## config.mk

```make
export PLATFORM = sky130hd
export DESIGN_NAME = div_ctrl
export DESIGN_NICKNAME = d
export VERILOG_FILES = /design/src/rtl/div_ctrl.sv
export SDC_FILE = /design/constraint.sdc
export NUM_CORES = 1
export LEC_CHECK = 0
export CAP_MARGIN = 20
export CORE_ASPECT_RATIO = 1.75
export CORE_MARGIN = 5
export CORE_UTILIZATION = 39
export CTS_BUF_LIST = sky130_fd_sc_hd__clkbuf_4 sky130_fd_sc_hd__clkbuf_8 sky130_fd_sc_hd__clkbuf_16
export DETAILED_ROUTE_END_ITERATION = 16
export PLACE_DENSITY = 0.82
export RECOVER_POWER = 50
export SYNTH_ARGS = -nofsm -noshare
export SYNTH_HDL_FRONTEND = slang
export SYNTH_SLANG_ARGS = --single-unit
```

## constraint.sdc

```tcl
create_clock -name clk -period 1.6 [get_ports clk]
set_input_delay 0.32 -clock clk [delete_from_list [all_inputs] [get_ports clk]]
set_output_delay 0.32 -clock clk [all_outputs]
set_load 0.02 [all_outputs]
```

## src/rtl/div_ctrl.sv

```systemverilog
// div_ctrl: sequencing controller for the iterative divider in the EX stage.
// It launches the external divider core, stalls EX while the core runs and
// captures the result. The result is held until EX may advance, and HI/LO are
// written once per committed divide.
// Handshake: div_start is a one-cycle launch pulse, and the core samples
// div_opa/div_opb/div_signed in that cycle. div_ready is a one-cycle result
// pulse that is honoured only in BUSY. div_annul is a one-cycle abort pulse,
// raised combinationally in the BUSY cycle where flushE is seen.
module div_ctrl #(
    parameter logic [31:0] ZERO_LO = 32'hFFFF_FFFF
) (
    input  logic        clk,
    input  logic        rst,
    input  logic        divsignalE,
    input  logic        signeddivsignalE,
    input  logic [31:0] srcaE,
    input  logic [31:0] srcbE,
    input  logic        stallE,
    input  logic        flushE,
    input  logic        div_ready,
    input  logic [63:0] div_result,
    output logic        div_start,
    output logic        div_annul,
    output logic        div_signed,
    output logic [31:0] div_opa,
    output logic [31:0] div_opb,
    output logic        stall_div,
    output logic [1:0]  hilowriteE,
    output logic [31:0] hi_o,
    output logic [31:0] lo_o,
    output logic [1:0]  o_dbg_state
);

    typedef enum logic [1:0] {
        S_IDLE = 2'd0,
        S_BUSY = 2'd1,
        S_DONE = 2'd2
    } state_t;

    state_t      r_state;
    logic        r_start;
    logic        r_signed;
    logic [31:0] r_opa;
    logic [31:0] r_opb;
    logic [31:0] r_hi;
    logic [31:0] r_lo;

    logic        w_accept;
    logic        w_div_zero;
    logic        w_write;

    // A divide is accepted only from IDLE and only when it is not being squashed
    assign w_accept   = (r_state == S_IDLE) && divsignalE && !flushE;
    assign w_div_zero = (srcbE == 32'd0);

    // Commit happens in DONE on the cycle EX is free to advance and not flushed
    assign w_write    = (r_state == S_DONE) && !stallE && !flushE;

    // Main FSM: launch, wait for the core, hold the result until commit
    always_ff @(posedge clk) begin
        if (rst) begin
            r_state  <= S_IDLE;
            r_start  <= 1'b0;
            r_signed <= 1'b0;
            r_opa    <= 32'd0;
            r_opb    <= 32'd0;
            r_hi     <= 32'd0;
            r_lo     <= 32'd0;
        end else begin
            r_start <= 1'b0;
            case (r_state)
                S_IDLE: begin
                    if (w_accept) begin
                        if (w_div_zero) begin
                            // Divide-by-zero bypasses the core entirely
                            r_hi    <= srcaE;
                            r_lo    <= ZERO_LO;
                            r_state <= S_DONE;
                        end else begin
                            r_opa    <= srcaE;
                            r_opb    <= srcbE;
                            r_signed <= signeddivsignalE;
                            r_start  <= 1'b1;
                            r_state  <= S_BUSY;
                        end
                    end
                end
                S_BUSY: begin
                    // A flush wins over a coincident result
                    if (flushE) begin
                        r_state <= S_IDLE;
                    end else if (div_ready) begin
                        r_hi    <= div_result[63:32];
                        r_lo    <= div_result[31:0];
                        r_state <= S_DONE;
                    end
                end
                S_DONE: begin
                    if (flushE || !stallE) begin
                        r_state <= S_IDLE;
                    end
                end
                default: begin
                    r_state <= S_IDLE;
                end
            endcase
        end
    end

    assign div_start   = r_start;
    assign div_signed  = r_signed;
    assign div_opa     = r_opa;
    assign div_opb     = r_opb;
    assign hi_o        = r_hi;
    assign lo_o        = r_lo;
    assign o_dbg_state = r_state;

    // Abort is suppressed while reset is active; the core is reset separately
    assign div_annul   = (r_state == S_BUSY) && flushE && !rst;
    assign stall_div   = w_accept || (r_state == S_BUSY);
    assign hilowriteE  = {2{w_write}};

endmodule
```

==> impl_table.tex <==
\begin{tabular}{lr}
\hline
Metric & Value \\
\hline
\multicolumn{2}{l}{\textbf{Route}} \\
\quad Post-detailed-routing wire length & 28,490 µm \\
\quad Vias per std cell & 5.673 \\
\quad Total vias in the final route & 7,193 \\
\quad Post-route DRC violation count & 0 \\
\quad Final antenna-violating net count & 0 \\
\quad TritonRoute pass-1 iters & 5 \\
\quad First DRT Iteration DRCs & 402 \\
\quad WL per Instance & 22.47 µm \\
\multicolumn{2}{l}{\textbf{Timing}} \\
\quad Total negative slack for setup checks & -12,970 ps \\
\quad Relative slew margins & 0.6979 \\
\quad Setup repair after global routing missed its margin & true \\
\quad Slack of the critical path & -432.0 ps \\
\quad Clk\_skew & 7.335 ps \\
\quad Tcrit/Tclk final & 1.270 \\
\quad Max-slew violation count & 0 \\
\quad Count of endpoints failing hold in the final timing report & 0 \\
\quad Total of endpoints with negative setup slack in the final report & 119 \\
\quad Achievable Freq & 0.4921 GHz \\
\quad Min cycle time layout & 2032 ps \\
\quad Pin slew with the least headroom to its limit & 453.2 ps \\
\multicolumn{2}{l}{\textbf{Synthesis}} \\
\quad Async S/R FF share, synth & 0 \\
\quad Seq/Total Area, Yosys & 0.4004 \\
\quad Most instantiated cells after synthesis & 132 x dfxtp\_1, 130 x nand2b\_1, 68 x mux2i\_1 \\
\quad Cells after Synth & 695 \\
\quad Top cell type by total area after synthesis & dfxtp\_1 \\
\quad Average size of a mapped cell & 9.497 µm² \\
\quad Syn nets & 830 \\
\quad Warnings from Yosys & 0 \\
\quad Area contributors post-synth & dfxtp\_1 40\%, nand2b\_1 12\%, mux2i\_1 10\% \\
\quad Cell area after synthesis & 6600 µm² \\
\quad Library cells used by synthesis & 35 \\
\quad Post-synth EDFFs & 0 \\
\quad Main synth FF type & dfxtp\_1 \\
\quad Most instantiated library cell after synthesis & dfxtp\_1 \\
\quad Yosys top cell area share & 0.4004 \\
\quad \#FFs+latches synth & 132 \\
\multicolumn{2}{l}{\textbf{Floorplanning}} \\
\quad Die Outline Area & 19,730 µm² \\
\quad Floorplan die height & 182.1 µm \\
\quad Width of the chip & 108.3 µm \\
\quad Number of rows in the core area & 63 \\
\quad Initial Util & 0.3931 \\
\quad Placeable Area & 16,790 µm² \\
\quad Number of top-level pins & 271 \\
\multicolumn{2}{l}{\textbf{Clock tree}} \\
\quad Clock latency reported for the late side of the worst-skew pair & 410 ps \\
\quad Clk buf depth & 2 \\
\quad CTS H-Tree Depth & 4 \\
\quad CTS tree & yes \\
\quad Total number of clock tree sinks & 132 \\
\quad Clock-pin transition on the worst setup and hold timing paths & 70 ps \\
\quad Number of buffers inserted during clock tree synthesis & 17 \\
\quad Root Driver & clkbuf\_16 \\
\multicolumn{2}{l}{\textbf{Placement}} \\
\quad DP Wirelength & 16,360 µm \\
\quad Final GP Congestion & 0.8255 \\
\quad \# port buffers & 270 \\
\quad Post-placement cell area & 10,040 µm² \\
\quad Placement-stage worst setup slack & -835.5 ps \\
\quad Inst Count DP & 1,188 \\
\multicolumn{2}{l}{\textbf{Global route}} \\
\quad Largest net degree at the start of global routing & 92 \\
\quad Wire length of the first global-routing pass & 39,400 µm \\
\quad GR Util All Layers & 0.2524 \\
\quad Total grt overflow & 0 \\
\quad Via count of the first global-routing pass & 7,143 \\
\quad Initial antenna violation count & 2 \\
\multicolumn{2}{l}{\textbf{Worst setup path}} \\
\quad Data required time of the critical path & 1870 ps \\
\quad Startpoint Class & flop \\
\quad Cell with the biggest individual delay on the critical path & a211oi\_2 \\
\quad R2R Path End & lo\_o[16] \\
\quad Crit-path max cell delay & 390 ps \\
\quad Cells along the critical path & buf\_6, mux2i\_4, buf\_6, nor3\_4, buf\_12, buf\_12, buf\_16, o22ai\_2, a211oi\_2 \\
\quad Critical path endpoint category & flop \\
\quad Number of cells on the worst reg-to-reg path & 9 \\
\quad Max Fanout on Critical Path & 6 \\
\quad Data arrival time of the worst path & 2300 ps \\
\quad Worst reg2reg path startpoint & o\_dbg\_state[0] \\
\quad Critical Setup Path Class & reg2reg \\
\quad Register-to-Register Setup Slack & -430 ps \\
\multicolumn{2}{l}{\textbf{Run}} \\
\quad Max cap viols & 0 \\
\multicolumn{2}{l}{\textbf{Hold path}} \\
\quad Cells on Worst Hold Path & 3 \\
\quad End point of the most critical hold path & div\_opb[17] \\
\quad Hold wc startpoint & srcbE[17] \\
\quad Worst hold-check path type & in2reg \\
\multicolumn{2}{l}{\textbf{Outcome}} \\
\quad Violations in the final reports & negative setup slack \\
\quad Outcome & finished with violations \\
\multicolumn{2}{l}{\textbf{Finish}} \\
\quad Number of filler cells placed in the layout & 1,145 \\
\quad Fin area & 12,050 µm² \\
\quad Fraction of layout cells with a size suffix above 1 & 0.3510 \\
\quad Synth-to-layout area growth & 82.62\% \\
\quad Final cell count without fillers & 1,268 \\
\quad Net total in the final layout & 1,162 \\
\multicolumn{2}{l}{\textbf{Power and ir drop}} \\
\quad Power Density & 800.0 nW/µm² \\
\quad Leakage dissipation & 5.244 nW \\
\quad Worst vdd rail ir drop & 0.0005857 V \\
\hline
\end{tabular}
cell usage in the layout (no fill, tap or decap), types with 2 or more instances in the layout:
master,netlist,layout
o22ai_4,0,13
buf_8,0,6
mux2i_1,68,66
o221ai_1,32,3
nand2_2,0,16
bufinv_16,0,2
o211ai_1,32,32
clkdlybuf4s15_1,0,3
nand2b_1,130,130
nand2_1,34,9
clkdlybuf4s50_1,0,98
nor4_4,0,7
dlygate4sd2_1,0,133
buf_4,5,54
a21oi_2,0,3
inv_1,2,2
dfxtp_1,132,130
buf_6,6,31
nor4_2,1,2
nand4_1,2,2
clkbuf_16,0,25
mux2_2,32,32
o221ai_2,0,29
buf_12,0,23
a22oi_2,0,4
nor2_1,35,32
o22ai_2,0,18
buf_2,12,19
clkbuf_2,0,2
nand2_4,0,9
nor2_2,0,2
a211oi_2,18,31
inv_6,0,8
a22oi_1,31,27
buf_16,0,8
cell families (layout without fill, tap and decap cells):
logic type             count (synthesis)  count (layout)  synth area share
multiplexers                         100             100            0.1577
AND/OR/NAND/NOR                      224             224            0.1890
flip-flops                           132             132            0.4004
AO/OA/AOI/OAI                        164             164            0.1983
other                                  0               1                 0
buffers and inverters                 75             420           0.05460
registers in the layout (all words and copies together), names as in the netlist:
register,cells
o_dbg_state,2
lo_o,32
div_opb,32
div_opa,32
div_start,1
hi_o,32
div_signed,1
metal layers:
| metal | track usage | part of all wire |
|---|---|---|
| met1 | 0.2839 | 0.35 |
| met2 | 0.4394 | 0.52 |
| met3 | 0.05381 | 0.065 |
| met4 | 0.1330 | 0.065 |
| met5 | 0 | 0.00070 |
through the flow:
| stage | power [W] | hold WS [ps] | util |
|---|---|---|---|
| 3_5_place_dp | 0.005337 | 465.5 | 0.5980 |
| 2_1_floorplan | 0.004380 | 472.1 | - |
| 3_3_place_gp | 0.005316 | 460.1 | 0.5980 |
| 5_1_grt | 0.009958 | 176.3 | 0.7179 |
| 6_report | 0.009642 | 188.5 | 0.7179 |
| 4_1_cts | 0.009412 | 167.9 | 0.6711 |
cell type report:
type                       count  area [µm²]  area share
sequential                   132        2648      0.2197
tap                          227       284.0     0.02356
timing repair buffer         386        4018      0.3333
inverter                       2       7.507   0.0006229
clock inverter                14       162.7     0.01350
multi-input combinational    488        4492      0.3727
clock buffer                  18       439.2     0.03644
antenna                        1       2.502   0.0002076
worst max-delay path, delay by kind of cell, from the launching register on:
family,cells,cell delay (ps)
multiplexers,1,190
flip-flops,1,350
AO/OA/AOI/OAI,2,520
AND/OR/NAND/NOR,1,170
buffers and inverters,5,660
what timing repair did:
item,CTS,global route
cloned,11,8
gates resized for setup,367,124
buffers inserted,23,10
pin swaps,49,48
setup endpoints to repair,268,133
hold buffers,0,0
how the worst max path moves through the flow:
stage	from	endpoint	cells after the start
3_5_place_dp	srcbE[3]	lo_o[8]	7
5_1_grt	o_dbg_state[0]	lo_o[16]	9
3_3_place_gp	srcbE[3]	div_start	7
6_report	o_dbg_state[0]	lo_o[16]	9
4_1_cts	o_dbg_state[0]	hi_o[14]	10
2_1_floorplan	srcbE[22]	lo_o[13]	6
report_power, final:
part           leakage (nW)  switching [W]  internal, W  total (W)
logic                  3.87       0.000998      0.00107    0.00206
registers              1.07      0.0000948      0.00343    0.00352
clock network         0.295        0.00166      0.00239    0.00405
Note: power is estimated with default switching activity, not from simulation.
